===== config.mk =====
export PLATFORM = sky130hd
export DESIGN_NAME = yacht_roll_ctrl_flat
export DESIGN_NICKNAME = d
export VERILOG_FILES = /design/src/rtl/yacht_roll_ctrl_if.sv /design/src/rtl/yacht_roll_ctrl.sv /design/src/flat_wrapper.sv
export SDC_FILE = /design/constraint.sdc
export NUM_CORES = 1
export LEC_CHECK = 0
export BUFFER_PORTS_ARGS = -buffer_cell sky130_fd_sc_hd__buf_2
export CORE_AREA = 2 2 72 74
export DETAILED_ROUTE_END_ITERATION = 10
export DIE_AREA = 0 0 74 76
export PLACE_DENSITY = 0.78
export SLEW_MARGIN = 5
export SYNTH_ARGS = -nofsm -noshare
export SYNTH_HDL_FRONTEND = slang
export SYNTH_SLANG_ARGS = --single-unit

===== constraint.sdc =====
create_clock -name clk -period 2.1 [get_ports clk]
set_input_delay 0.42 -clock clk [delete_from_list [all_inputs] [get_ports clk]]
set_output_delay 0.42 -clock clk [all_outputs]
set_load 0.01 [all_outputs]

===== src/rtl/yacht_roll_ctrl_if.sv =====
// Button, hold-switch and dice-manager signals of the yacht turn/roll controller.
// The master modport drives the buttons and switches. The slave modport is the controller itself.
interface yacht_roll_ctrl_if;
  logic       btn_roll;
  logic       btn_confirm;
  logic [4:0] hold_sw_in;
  logic       roll_en;
  logic [4:0] hold_sw_out;
  logic [1:0] roll_cnt;
  logic       busy;
  logic       turn_end;

  modport master (
    output btn_roll, btn_confirm, hold_sw_in,
    input  roll_en, hold_sw_out, roll_cnt, busy, turn_end
  );

  modport slave (
    input  btn_roll, btn_confirm, hold_sw_in,
    output roll_en, hold_sw_out, roll_cnt, busy, turn_end
  );
endinterface


===== src/rtl/yacht_roll_ctrl.sv =====
// Turn/roll controller: debounced buttons, MAX_ROLLS per turn, roll_en strobes with a frozen hold mask.
// Latency: a debounced press in cycle t gives the first roll_en in t+1. No backpressure. ROLL_ANIM_EN selects multi-pulse animation.
module yacht_roll_ctrl #(
  parameter int DB_W        = 20,
  parameter int DB_LIMIT    = 1_000_000,
  parameter int MAX_ROLLS   = 3,
  parameter int ANIM_PULSES = 8,
  parameter int ANIM_GAP    = 2_500_000
) (
  input  logic              clk,
  input  logic              reset_n,
  yacht_roll_ctrl_if.slave  bus
);

  if (MAX_ROLLS < 1 || MAX_ROLLS > 3 || ANIM_PULSES < 1 || ANIM_GAP < 1 || DB_LIMIT < 1) begin : g_bad_cfg
    $error("yacht_roll_ctrl: parameter out of range");
  end

  typedef enum logic [2:0] {S_IDLE, S_ANIM, S_WAIT, S_LOCKED, S_END} state_t;

  // Index 0 = roll button, index 1 = confirm button.
  logic [1:0]      sync1_q, sync1_d, sync2_q, sync2_d;
  logic [1:0]      deb_q, deb_d, deb_dly_q, deb_dly_d;
  logic [DB_W-1:0] db_cnt_q [2];
  logic [DB_W-1:0] db_cnt_d [2];
  logic [1:0]      press;

  state_t          state_q, state_d;
  logic [1:0]      roll_cnt_q, roll_cnt_d, roll_cnt_inc;
  logic [4:0]      mask_q, mask_d;
  logic            pulse_now, anim_done;

  logic            roll_en_c, busy_c, turn_end_c;
  logic [4:0]      hold_out_c;

  always_comb begin
    sync1_d   = {bus.btn_confirm, bus.btn_roll};
    sync2_d   = sync1_q;
    deb_d     = deb_q;
    deb_dly_d = deb_q;
    for (int i = 0; i < 2; i++) begin
      db_cnt_d[i] = '0;
      if (sync2_q[i] != deb_q[i]) begin
        if (db_cnt_q[i] == DB_W'(DB_LIMIT - 1)) begin
          deb_d[i] = sync2_q[i];
        end else begin
          db_cnt_d[i] = db_cnt_q[i] + 1'b1;
        end
      end
    end
    press = deb_q & ~deb_dly_q;
  end

  always_ff @(posedge clk or negedge reset_n) begin
    if (!reset_n) begin
      sync1_q     <= '0;
      sync2_q     <= '0;
      deb_q       <= '0;
      deb_dly_q   <= '0;
      db_cnt_q[0] <= '0;
      db_cnt_q[1] <= '0;
    end else begin
      sync1_q     <= sync1_d;
      sync2_q     <= sync2_d;
      deb_q       <= deb_d;
      deb_dly_q   <= deb_dly_d;
      db_cnt_q[0] <= db_cnt_d[0];
      db_cnt_q[1] <= db_cnt_d[1];
    end
  end

`ifdef ROLL_ANIM_EN
  localparam int PW = $clog2(ANIM_PULSES + 1);
  localparam int GW = (ANIM_GAP > 1) ? $clog2(ANIM_GAP) : 1;

  logic [PW-1:0] pulse_q, pulse_d;
  logic [GW-1:0] gap_q, gap_d;

  // Counters idle at zero outside ANIM so every roll starts with a pulse.
  always_comb begin
    pulse_now = (gap_q == '0);
    anim_done = (gap_q == GW'(ANIM_GAP - 1)) &&
                ((pulse_q + PW'(pulse_now)) == PW'(ANIM_PULSES));
    pulse_d   = '0;
    gap_d     = '0;
    if (state_q == S_ANIM) begin
      pulse_d = pulse_q + PW'(pulse_now);
      gap_d   = (gap_q == GW'(ANIM_GAP - 1)) ? '0 : gap_q + 1'b1;
    end
  end

  always_ff @(posedge clk or negedge reset_n) begin
    if (!reset_n) begin
      pulse_q <= '0;
      gap_q   <= '0;
    end else begin
      pulse_q <= pulse_d;
      gap_q   <= gap_d;
    end
  end
`else
  always_comb begin
    pulse_now = 1'b1;
    anim_done = 1'b1;
  end
`endif

  always_comb begin
    state_d      = state_q;
    roll_cnt_d   = roll_cnt_q;
    mask_d       = mask_q;
    roll_cnt_inc = roll_cnt_q + 2'd1;
    roll_en_c    = 1'b0;
    busy_c       = 1'b0;
    turn_end_c   = 1'b0;
    hold_out_c   = '0;
    case (state_q)
      S_IDLE: begin
        if (press[0]) begin
          state_d = S_ANIM;
          mask_d  = '0;
        end
      end
      S_ANIM: begin
        busy_c     = 1'b1;
        roll_en_c  = pulse_now;
        hold_out_c = mask_q;
        if (anim_done) begin
          roll_cnt_d = roll_cnt_inc;
          state_d    = (roll_cnt_inc == 2'(MAX_ROLLS)) ? S_LOCKED : S_WAIT;
        end
      end
      S_WAIT: begin
        hold_out_c = bus.hold_sw_in;
        // Confirm beats roll; an all-held roll is ignored without using up a roll.
        if (press[1]) begin
          state_d = S_END;
        end else if (press[0] && bus.hold_sw_in != 5'h1F) begin
          state_d = S_ANIM;
          mask_d  = bus.hold_sw_in;
        end
      end
      S_LOCKED: begin
        hold_out_c = bus.hold_sw_in;
        if (press[1]) state_d = S_END;
      end
      S_END: begin
        turn_end_c = 1'b1;
        roll_cnt_d = '0;
        state_d    = S_IDLE;
      end
      default: state_d = S_IDLE;
    endcase
  end

  always_ff @(posedge clk or negedge reset_n) begin
    if (!reset_n) begin
      state_q    <= S_IDLE;
      roll_cnt_q <= '0;
      mask_q     <= '0;
    end else begin
      state_q    <= state_d;
      roll_cnt_q <= roll_cnt_d;
      mask_q     <= mask_d;
    end
  end

  assign bus.roll_en     = roll_en_c;
  assign bus.busy        = busy_c;
  assign bus.turn_end    = turn_end_c;
  assign bus.hold_sw_out = hold_out_c;
  assign bus.roll_cnt    = roll_cnt_q;

endmodule

===== src/flat_wrapper.sv =====
// flat-port wrapper written by rule: the top's interface ports become plain ports
module yacht_roll_ctrl_flat 
#(
  parameter int DB_W        = 20,
  parameter int DB_LIMIT    = 1_000_000,
  parameter int MAX_ROLLS   = 3,
  parameter int ANIM_PULSES = 8,
  parameter int ANIM_GAP    = 2_500_000
)
  (clk, reset_n, bus_btn_roll, bus_btn_confirm, bus_hold_sw_in, bus_roll_en, bus_hold_sw_out, bus_roll_cnt, bus_busy, bus_turn_end);
  yacht_roll_ctrl_if bus_i ();
  input  logic clk;
  input  logic reset_n;
  input wire logic [$bits(bus_i.btn_roll)-1:0] bus_btn_roll;
  input wire logic [$bits(bus_i.btn_confirm)-1:0] bus_btn_confirm;
  input wire logic [$bits(bus_i.hold_sw_in)-1:0] bus_hold_sw_in;
  output wire logic [$bits(bus_i.roll_en)-1:0] bus_roll_en;
  output wire logic [$bits(bus_i.hold_sw_out)-1:0] bus_hold_sw_out;
  output wire logic [$bits(bus_i.roll_cnt)-1:0] bus_roll_cnt;
  output wire logic [$bits(bus_i.busy)-1:0] bus_busy;
  output wire logic [$bits(bus_i.turn_end)-1:0] bus_turn_end;
  assign bus_i.btn_roll = bus_btn_roll;
  assign bus_i.btn_confirm = bus_btn_confirm;
  assign bus_i.hold_sw_in = bus_hold_sw_in;
  assign bus_roll_en = bus_i.roll_en;
  assign bus_hold_sw_out = bus_i.hold_sw_out;
  assign bus_roll_cnt = bus_i.roll_cnt;
  assign bus_busy = bus_i.busy;
  assign bus_turn_end = bus_i.turn_end;
  yacht_roll_ctrl #(.DB_W(DB_W), .DB_LIMIT(DB_LIMIT), .MAX_ROLLS(MAX_ROLLS), .ANIM_PULSES(ANIM_PULSES), .ANIM_GAP(ANIM_GAP)) u_core (.clk(clk), .reset_n(reset_n), .bus(bus_i));
endmodule

==> out/metrics.cfg <==
[status]
status = complete, no violations

[grt]
grtUsageTotal = 0.224
grt_overflow = 0
grt_pass1_vias = 2242
grt_first_pass_wirelength_um = 9720
antenna_found_initial = 0
grt_max_degree = 36

[final_layout]
mostFrequentLayoutCells = 58 x dfrtp_1, 36 x nor2_1, 19 x nand2_1
final_common_cell = dfrtp_1
nets = 327
area_delta_synth_final_pct = 16.2
postLayoutCellArea_sq_um = 3300
drive_gt1_frac = 0.178
diodes = 0
final_util = 0.671

[detailed_routing]
vias_per_cell = 5.63
wl_per_cell_um = 14.0
drtIter0Drc = 121
ant_nets = 0
drt_wl_total_um = 5480
firstDrtPassIters = 4
drc_errors = 0
via_count = 2195

[sta]
max_freq_mhz = 509
report.final.setup_viol = 0
fin_tns_setup_ps = 0
timing.final.crit_share = 0.935
skew_ps = 8.19
fin_crit_ps = 1960
slew_headroom = 0.639
hold_viol = 0
rsz0062_at_grt = false
drv_slew = 0
max_slew.worst_pin.slew_ps = 542

[synth]
yosys-top-cells-area = dfrtp_1 51%, xnor2_1 5.2%, nor2_1 4.8%, xor2_1 3.1%, nand3_1 2.8%
synthArstFlopShare = 1.00
synth.distinct_cells = 43
synth_top_area_cell = dfrtp_1
synth-edff-count = 0
synth-seq-cells = 58
ys_warn_count = 0
postSynthCellCount = 283
netlist_area_sq_um = 2840
syn-mean-instance-area_sq_um = 10.0
yosysSeqAreaShare = 0.511
synth_flop_cell = dfrtp_1
syn_nets = 295
yosysTopAreaCellShare = 0.511

[die]
num_rows = 26
ioPinCount = 19
core_sq_um = 4910
die_area_sq_um = 5620
die_y_um = 76
start_util = 0.578
die_w_um = 74

[worst_setup_path]
path_class = reg -> out
crit_required_ps = 1680
startpoint_type = flop
slowest_stage = dfrtp_1
crit_chain = nor2b_2, nand2b_1, inv_1, buf_2
arrival_ps = 1540
critPathMaxFanout = 6
crit_path_end_kind = output pin
cp_slowest_stage_delay_ps = 440

[placed_design]
dpl_cell_area_sq_um = 3070
hpwl_um = 3770
portBuffers = 18
gp_congestion = 0.880

[clock_tree]
clock_sinks = 58
h-tree-depth = 3
clk_path_buf_depth = 2
cts_buffers = 9
clk_latency_ps = 340
root_buffer = clkbuf_8
cts_hold_buffers = 0
path_clk_slew_ps = 70
cts_tree = yes

[power]
max-vdd-ir-drop_v = 0.000422
leakage_uw = 0.00138
p_per_area_nw_per_um2 = 717

[hold_path]
hold_class = in -> async

[job]
cap_viol_max_count = 0

[per-stage QoR]
stage               power, uW  hold slack, ps  worst slack, ps  cells
finish                   2370            55.0              137    390
global route             2440            89.6             19.9    390
CTS                      2390            69.8             10.2    390
detailed placement       1260             342              152    374
global placement         1250             333              209    374
floorplan                1200             124              182    283
[cells in the mapped netlist, types with 2 or more instances]
| cell type | number |
|---|---|
| dfrtp_1 | 58 |
| nor4_1 | 7 |
| inv_1 | 14 |
| nand2_1 | 19 |
| mux2_2 | 2 |
| nand3_1 | 16 |
| nor2_1 | 36 |
| or4_1 | 7 |
| mux2i_1 | 5 |
| nor3_1 | 9 |
| clkbuf_1 | 3 |
| xnor2_1 | 17 |
| nand2b_1 | 4 |
| or3b_2 | 2 |
| ha_1 | 3 |
| a22oi_1 | 5 |
| nand3b_1 | 3 |
| a21oi_1 | 10 |
| and3_1 | 4 |
| o31ai_1 | 5 |
| nor2b_1 | 2 |
| xor2_1 | 10 |
| and2_1 | 2 |
| or3_1 | 5 |
| nand4_1 | 8 |
| o21ai_0 | 10 |
[report_power, final]
| group | total, uW | internal, uW | switching (uW) |
|---|---|---|---|
| Sequential | 1140 | 1130 | 12.5 |
| Combinational | 90.2 | 33.9 | 56.3 |
| Clock | 1130 | 691 | 441 |
| Total | 2370 | 1860 | 510 |
[cell families (layout without fill, tap and decap cells)]
logic type,after synthesis,in the layout,synth area share
AO/OA/AOI/OAI,38,38,0.0943
AND/OR/NAND/NOR,130,130,0.242
buffers and inverters,20,57,0.0308
adder cells (fa/ha/maj),3,3,0.0132
flip-flops,58,58,0.511
XOR/XNOR,27,27,0.0833
multiplexers,7,7,0.0256
[worst paths after layout]
path / cells after the start / slack, ps / end / startpoint
min in group clk: 1 / 190 / u_core.sync1_q[1] / bus_btn_confirm
max in group asynchronous: 2 / 1470 / u_core.db_cnt_q[23] / reset_n
min reg2reg: 0 / 350 / u_core.sync2_q[1] / u_core.sync1_q[1]
max reg2reg: 4 / 150 / u_core.db_cnt_q[17] / u_core.db_cnt_q[7]
min: 1 / 50 / u_core.mask_q[2] / reset_n
max: 4 / 140 / bus_roll_en / u_core.state_q[0]
[worst max-delay path, delay by kind of cell (launching register included)]
kind / cells / cell delay [ps]
DFF: 1 / 440
and+or+nand+nor: 2 / 540
buffers and inverters: 2 / 230
[flip-flops by register name, summed over array words and instances, names as in the netlist]
name and flops:
u_core.db_cnt_q 40, u_core.mask_q 5, u_core.state_q 3, u_core.bus.roll_cnt 2, u_core.deb_dly_d 2, u_core.deb_dly_q 2
u_core.sync1_q 2, u_core.sync2_q 2
[repair_timing]
action                     in CTS  in global routing
setup endpoints to repair       0                  7
gates resized for setup         0                  2
setup buffers                   0                  0
[layout make-up]
type	instances	area, sq um
inverters	14	52.6
well taps	70	87.6
multi-input cells	205	1310
flip-flops and latches	58	1450
clock inverters	6	80.1
clock buffers	10	138
repair buffers	27	183
fillers	373	1610
[routing by layer]
| layer | global-route usage | share of wire | vias to the layer above | wire (um) |
|---|---|---|---|---|
| li1 | - | - | 1070 | - |
| met1 | 0.280 | 0.45 | 1075 | 2460 |
| met2 | 0.346 | 0.49 | 41 | 2680 |
| met3 | 0.0556 | 0.040 | 9 | 219 |
| met4 | 0.131 | 0.023 | 0 | 124 |
| met5 | 0 | 0 | - | 0 |
No activity file was read; power rests on OpenSTA's default activity.
